### src/rtl/systolic_ctrl.sv
// systolic_ctrl: sequencer for an N x N output-stationary systolic MAC array.
// It clears the PE accumulators, then feeds skewed lane addresses for K
// products, then drains the wavefront and pulses done.

// Per-lane enable/address decode. Lane i is live for FEED cycles i .. i+K-1
// and carries operand index t-i.
module systolic_lane #(
  parameter int K_W  = 8,
  parameter int CW   = 11,
  parameter int LANE = 0
) (
  input  logic           feed,
  input  logic [CW-1:0]  t,
  input  logic [K_W-1:0] k,
  output logic           en,
  output logic [K_W-1:0] addr
);
  logic [CW-1:0] rel;

  // Offset of this lane into the skewed wavefront.
  always_comb begin
    rel  = t - CW'(LANE);
    en   = feed && (t >= CW'(LANE)) && (rel < CW'(k));
    addr = en ? rel[K_W-1:0] : '0;
  end
endmodule

module systolic_ctrl #(
  parameter int N   = 4,
  parameter int K_W = 8
) (
  input  logic             clk,
  input  logic             rst,
  input  logic             start,
  input  logic [K_W-1:0]   k_len,
  input  logic             abort,
  output logic             busy,
  output logic             done,
  output logic             err,
  output logic             pe_clr,
  output logic [N-1:0]     lane_en,
  output logic [N*K_W-1:0] lane_addr
);
  // Cycle counter spans FEED and DRAIN: up to K_max+2N-3 without wrapping.
  localparam int CW = K_W + $clog2(N) + 1;

  typedef enum logic [2:0] {IDLE, CLEAR, FEED, DRAIN, DONE} state_t;

  state_t              state_q, state_d;
  logic [CW-1:0]       t_q, t_d;
  logic [K_W-1:0]      k_q, k_d;
  logic                err_d;
  logic [CW-1:0]       feed_end, drain_end;
  logic [N-1:0]        en_d;
  logic [N-1:0][K_W-1:0] addr_d;

  // Last FEED cycle is t=K+N-2; the last PE accumulate lands at t=K+2N-3.
  // For N=1 the N-2 term wraps, but the modular sum still yields K-1.
  assign feed_end  = CW'(k_q) + CW'(N - 2);
  assign drain_end = CW'(k_q) + CW'(2 * N - 3);

  // Next-state, counter and error-pulse logic; abort overrides sequencing.
  always_comb begin
    state_d = state_q;
    t_d     = t_q;
    k_d     = k_q;
    err_d   = 1'b0;
    case (state_q)
      IDLE: begin
        t_d = '0;
        if (start) begin
          if (k_len != '0) begin
            k_d     = k_len;
            state_d = CLEAR;
          end else begin
            err_d = 1'b1;
          end
        end
      end
      CLEAR: begin
        t_d     = '0;
        state_d = FEED;
      end
      FEED: begin
        t_d = t_q + 1'b1;
        if (t_q == feed_end) state_d = (N == 1) ? DONE : DRAIN;
      end
      DRAIN: begin
        t_d = t_q + 1'b1;
        if (t_q == drain_end) state_d = DONE;
      end
      DONE: begin
        t_d     = '0;
        state_d = IDLE;
      end
      default: begin
        t_d     = '0;
        state_d = IDLE;
      end
    endcase
    if (abort && (state_q == CLEAR || state_q == FEED || state_q == DRAIN)) begin
      state_d = IDLE;
      t_d     = '0;
    end
  end

  // Lane decode works on next-cycle state so the outputs can be registered.
  for (genvar i = 0; i < N; i++) begin : g_lane
    systolic_lane #(.K_W(K_W), .CW(CW), .LANE(i)) u_lane (
      .feed (state_d == FEED),
      .t    (t_d),
      .k    (k_d),
      .en   (en_d[i]),
      .addr (addr_d[i])
    );
  end

  // State and counters plus registered copies of every output.
  always_ff @(posedge clk) begin
    if (rst) begin
      state_q   <= IDLE;
      t_q       <= '0;
      k_q       <= '0;
      busy      <= 1'b0;
      done      <= 1'b0;
      err       <= 1'b0;
      pe_clr    <= 1'b0;
      lane_en   <= '0;
      lane_addr <= '0;
    end else begin
      state_q   <= state_d;
      t_q       <= t_d;
      k_q       <= k_d;
      busy      <= (state_d != IDLE);
      done      <= (state_d == DONE);
      err       <= err_d;
      pe_clr    <= (state_d == CLEAR);
      lane_en   <= en_d;
      lane_addr <= addr_d;
    end
  end
endmodule
### config.mk
export PLATFORM = sky130hd
export DESIGN_NAME = systolic_ctrl
export DESIGN_NICKNAME = d
export VERILOG_FILES = /design/src/rtl/systolic_ctrl.sv
export SDC_FILE = /design/constraint.sdc
export NUM_CORES = 1
export LEC_CHECK = 0
export BUFFER_PORTS_ARGS = -buffer_cell sky130_fd_sc_hd__buf_2
export CAP_MARGIN = 20
export CORE_ASPECT_RATIO = 1.4
export CORE_MARGIN = 5
export CORE_UTILIZATION = 35
export DETAILED_ROUTE_END_ITERATION = 8
export PLACE_DENSITY = 0.5
export SLEW_MARGIN = 20
export SYNTH_ARGS = -nofsm -noshare
export SYNTH_HDL_FRONTEND = slang
export SYNTH_SLANG_ARGS = --single-unit
### constraint.sdc
create_clock -name clk -period 3.8 [get_ports clk]
set_input_delay 0 -clock clk [delete_from_list [all_inputs] [get_ports clk]]
set_output_delay 0 -clock clk [all_outputs]
set_load 0.05 [all_outputs]
## Word level (Yosys, flattened, before mapping)

Index checks and enable logic that the tools add are counted.

| storage, ports and cells | value |
|---|---|
| word-level logic and storage cells | 72 |
| output and inout port bits | 40 |
| register bits after elaboration | 62 |
| bits of input ports | 12 |

| cells by class | value |
|---|---|
| equality and inequality tests | 8 |
| $add $sub $neg | 6 |
| bitwise logic cells | 6 |
| reduce and logical (&&, ||, !) cells | 20 |
| multiplexer cells | 12 |
| magnitude comparators | 8 |

Operators with widths:

| cell | count |
|---|---|
| < comparator 11 x 8 -> 1 bit | 4 |
| 2-to-1 mux 8 bit | 3 |
| equality test 11 x 9 -> 1 bit | 2 |
| >= comparator 11 x 1 -> 1 bit, second input constant | 2 |
| >= comparator 11 x 2 -> 1 bit, second input constant | 2 |
| 2-to-1 mux 11 bit | 2 |
| subtractor 11 x 2 -> 11 bit, second input constant | 2 |
| 2-to-1 mux 3 bit | 5 |
| one-hot mux 3 bit (4 select lines) | 1 |
| adder 11 x 1 -> 11 bit, second input constant | 1 |
| subtractor 11 x 1 -> 11 bit, second input constant | 1 |
| OR reduction 2 bit | 5 |
| adder 8 x 2 -> 9 bit, second input constant | 1 |
| adder 8 x 3 -> 9 bit, second input constant | 1 |
| equality test 3 x 2 -> 1 bit, second input constant | 3 |
| logical AND 1 bit | 9 |
| nonzero test 8 bit | 1 |
| equality test 3 x 1 -> 1 bit, second input constant | 2 |
| inverter 1 bit | 6 |
| equality test 3 bit, second input constant | 1 |
| zero test 3 bit | 1 |
| nonzero test 3 bit | 1 |
| OR reduction 3 bit | 1 |
| logical OR 1 bit | 2 |
| 2-to-1 mux 1 bit | 1 |

## Depth between registers and ports, before layout

| depth | value |
|---|---|
| depth after elaboration | 10 |
| depth in mapped cells | 19 |
| gate-level depth less buffers | 16 |

## By module

From an unflattened synthesis, not the netlist that was laid out.

| unflattened totals | value |
|---|---|
| cell total of the unflattened synthesis | 498 |
| area, all modules | 4327.9 µm² |

Modules (own cells, without submodules):

| module | times used | cells an instance | sequential area each (µm²) | area each (µm²) |
|---|---|---|---|---|
| systolic_ctrl | 1 | 265 | 1241.2 | 2573.7 |
| systolic_lane (g_lane[3].u_lane) | 1 | 56 | 0.0 | 496.7 |
| systolic_lane (g_lane[1].u_lane) | 1 | 61 | 0.0 | 480.5 |
| systolic_lane (g_lane[2].u_lane) | 1 | 72 | 0.0 | 462.9 |
| systolic_lane (g_lane[0].u_lane) | 1 | 44 | 0.0 | 314.1 |

## Worst setup path after synthesis

No wires, ideal clock.

| timing path | value |
|---|---|
| kind | reg2reg |
| start | reg t_q[0] |
| end | reg lane_addr[10] |
| clock period less this slack | 3.403 ns |
| stages on the path, launching flop included | 18 |
| library setup time | 0.073 ns |
| buffers on the path | 2 |
| data required time | 3.727 ns |
| data arrival time | 3.330 ns |
| slack | 0.397 ns |
| cell sequence | dfxtp_1 -> ha_1 -> buf_2 -> xor2_1 -> nand2_1 -> ha_1 -> a21boi_0 -> nor2b_1 -> xnor2_1 -> ha_1 -> a21o_1 -> a21oi_1 -> o21ai_0 -> a21oi_1 -> o31ai_1 -> a211o_1 -> buf_6 -> nor3b_2 |

| between the ends | value |
|---|---|
| elaborated cells between the ends (all ways) | 17 |
| those cells by class | 2 x add/sub; 2 x order compare; 3 x eq/ne; 6 x mux; 1 x bitwise; 3 x reduce/logical |

RTL lines:

| what | RTL line | RTL |
|---|---|---|
| start, declared | 50 | `logic [CW-1:0] t_q, t_d;` |
| start signal, assigned | 132 | `t_q <= t_d;` |
| adder 11 x 1 -> 11 bit | 85, 89 |  |
| 2-to-1 mux 11 bit | - |  |
| 2-to-1 mux 11 bit | 101 | `if (abort && (state_q == CLEAR \|\| state_q == FEED \|\| state_q == DRAIN)) begin` |
| subtractor 11 x 1 -> 11 bit | 22 | `rel = t - CW'(LANE);` |
| net g_lane[1].u_lane.rel[5] | 18 | `logic [CW-1:0] rel;` |
| < comparator 11 x 8 -> 1 bit | 23 | `en = feed && (t >= CW'(LANE)) && (rel < CW'(k));` |
| logical AND 1 bit | 23 |  |
| inverter 1 bit (no line) | - |  |
| OR reduction 2 bit (no line) | - |  |
| end signal, assigned | 139 | `lane_addr <= addr_d;` |
| end, declared | 42 | `output logic [N*K_W-1:0] lane_addr` |

The timed path passes the listed nets, and every way through them passes these cells.
A chain may end at the register's enable or synchronous reset.

## Worst setup path after layout

| timing path | value |
|---|---|
| start | reg t_q[0] |
| end | reg lane_addr[11] |

The elaborated chain is that of the path after synthesis.

==> results.yml <==
outcome:
  status: "complete, no violations"
power_and_ir_drop:
  p_sw_uw: 435
  total_leakage_power_uw: 0.00206
  switching_share: 0.232
  clkPwrFrac: 0.545
  power_frac_seq: 0.359
  p_int_uw: 1440
  p_per_area_nw_per_um2: 387
  share_comb_of_total_power: 0.096
  peakVddDrop_v: 0.000204
place:
  hpwl_mm: 9.08
  io_buffers: 51
  place_congestion: 0.886
sta:
  hold_ws_ps: 103
  hold_viol_final: 0
  relSlewSlack: 0.433
  finalSetupViolations: 0
  finalCritPeriodShare: 0.921
  max_freq_mhz: 286
  skew_ps: 6.13
  fin_setup_tns_ps: 0
  slew_violations: 0
  period_minus_slack_ps: 3500
  rsz0062_at_grt: "no"
  tightest_slew_ps: 850
worst_setup_path:
  crit_path_cell_trace: "ha_1 -> xor2_1 -> nand2_2 -> ha_1 -> a21boi_0 -> nor2b_4 -> xnor2_1 -> ha_1 -> a21o_1 -> a21oi_1 -> o21ai_0 -> a21oi_1 -> o31ai_1 -> a211o_2 -> nor3b_2"
  path_buf_inv: 0
  cp_top_family: "compound AO/OA/AOI/OAI gates"
  startpoint: "t_q[0]"
  critical_path_arrival_ps: 3760
  critPathMaxFanout: 9
  crit_type: "reg2reg"
  crit_path_top_delay_cell: "a211o_2"
  crit_path_max_incr_delay_ps: 390
  cp-end-kind: "register"
  crit_required_ps: 4060
  r2r_start: "t_q[0]"
  cp_common_cell: "ha_1"
  cp-start-kind: "register"
floorplan:
  die_w_um: 99.7
  die_h_um: 136
  coreArea_um2: 11200
  num_rows: 46
  floorplan.initialDensity: 0.353
  die-area_um2: 13500
  num_io_pins: 52
cells_and_area:
  diodes: 0
  area_growth_pct: 23.0
  layout-drive-gt1-share: 0.245
  layout.nets: 557
global_routing:
  antenna_found_initial: 0
  grt_max_degree: 28
  grt_pass1_wl_mm: 18.5
  grt_pass1_vias: 3456
  overflow: 0
  track_usage: 0.180
synth:
  yosys.area.top_type: "dfxtp_1"
  synthesis.nets: 494
  synth_edf_count: 0
  syn_area_um2: 3940
  ys_seq_elements: 62
  seq_area_frac_synth: 0.315
  yosys-top-cells-area: "dfxtp_1 31%, ha_1 11%, nor2_1 4.2%"
  synth_cell_type_count: 65
  yosysTopAreaCellShare: 0.315
  netlist_instances: 446
  synthFlopType: "dfxtp_1"
  yosys_warnings: 0
  post_synth.cell_area_avg_um2: 8.84
  ys_async_sr_fraction: 0
flow_run:
  maxCapViolCount: 0
detailed_routing:
  routed_wl_mm: 11.8
  dr.pass1.iters: 4
  routed_via_density: 5.34
  drc: 0
  drtIter0Drc: 165
  drtAntennaViolNets: 0
  vias: 3514
  wire_per_inst_um: 17.9
cts:
  insertion_delay_ps: 340
  cts_root_buf: "clkbuf_16"
  cts_tree: "built"
  clk_pin_slew_ps: 60
  cts.sinks: 62
  cts_buffers: 9
  clock_path_buffers: 2
  cts-htree-levels: 3
worst_hold_path:
  min_from: "k_len[1]"
  hold_path.class: "in2reg"
-- worst register-to-register path: stages, from the launching register on --
cell and delay [ps]:
dfxtp_2 360, ha_1 260, xor2_1 170, nand2_2 170, ha_1 230, a21boi_0 310, nor2b_4 250, xnor2_1 160
ha_1 280, a21o_1 180, a21oi_1 120, o21ai_0 90, a21oi_1 150, o31ai_1 90, a211o_2 390, nor3b_2 210
-- flip-flops by register name, summed over array words and instances (netlist names) --
| register | cells |
|---|---|
| busy | 1 |
| done | 1 |
| err | 1 |
| k_q | 8 |
| lane_addr | 32 |
| lane_en | 4 |
| pe_clr | 1 |
| state_q | 3 |
| t_q | 11 |
-- power by group through the flow --
stage | Sequential [uW] | Combinational (uW) | Clock [uW]
floorplan | 685 | 117 | 0
global placement | 687 | 173 | 0
detailed placement | 687 | 175 | 0
CTS | 673 | 179 | 1050
global route | 675 | 200 | 1070
finish | 673 | 179 | 1020
-- metrics by stage --
stage | power [uW] | cell area [um^2] | setup slack [ps] | instances | util
2_1_floorplan | 802 | 3940 | 397 | 446 | -
3_3_place_gp | 860 | 4410 | 121 | 637 | 0.395
3_5_place_dp | 862 | 4410 | 50.6 | 637 | 0.395
4_1_cts | 1900 | 4810 | 27.1 | 656 | 0.431
5_1_grt | 1950 | 4850 | 7.70 | 658 | 0.434
6_report | 1880 | 4850 | 302 | 658 | 0.434
-- cell usage after synthesis (all sizes together) (10+ instances only) --
cell and count:
a21oi 18, buf 19, dfxtp 62, ha 36, inv 20, nand2 21
nand3 10, nor2 44, nor3 25, nor3b 18, nor4 14, o21ai 13
xnor2 18, xor2 18
-- path summary, 6_finish.rpt --
check	depth (start not counted)	slack, ps	to
max	15	300	lane_addr[11]
max reg2reg	15	300	lane_addr[11]
min	4	100	k_q[1]
min reg2reg	2	590	done
-- cells in the final DEF (no fill, tap or decap), types with 5 or more instances in the layout --
master,count
ha_1,36
or4_1,5
o21ai_0,7
nand4_1,7
a21oi_1,18
clkbuf_16,9
nand2_1,19
nor2_1,44
mux2i_1,5
nand3_1,10
buf_2,51
xor2_1,18
nor3_1,23
nor4_1,14
nor3b_1,11
dfxtp_1,60
xnor2_1,18
nor3b_2,6
and3_1,6
buf_4,25
a22oi_1,8
a21o_1,5
inv_1,18
mux2_2,5
-- metal layers --
layer	track usage	vias to the layer above	share of wire
li1	-	1747	-
met1	0.194	1657	0.40
met2	0.333	83	0.53
met3	0.0371	27	0.036
met4	0.0820	0	0.035
met5	0	-	0
-- what timing repair did --
action / CTS / global route
buffers inserted: 0 / 2
gates resized for setup: 0 / 10
setup endpoints to repair: 0 / 21
hold buffers: 3 / 0
hold endpoints to repair: 1 / 0
-- cell families (layout without fill, tap and decap cells) --
family,count (synthesis),count (layout),synth area share
muxes,12,12,0.0356
xor gates and xnor gates,36,36,0.0800
AOI/OAI and AO/OA,77,77,0.138
DFF,62,62,0.315
buffers and inverters,47,115,0.0552
adders and majority gates,37,37,0.117
and+or+nand+nor,175,175,0.259
-- final cells by class --
type | count | area [um^2]
timing repair buffer | 79 | 473
fill | 1155 | 6320
tap | 144 | 180
multi-input combinational | 337 | 2510
sequential | 62 | 1240
clock buffer | 9 | 225
clock inverter | 7 | 145
inverter | 20 | 75.1
Power figures use the tool's default switching activity.
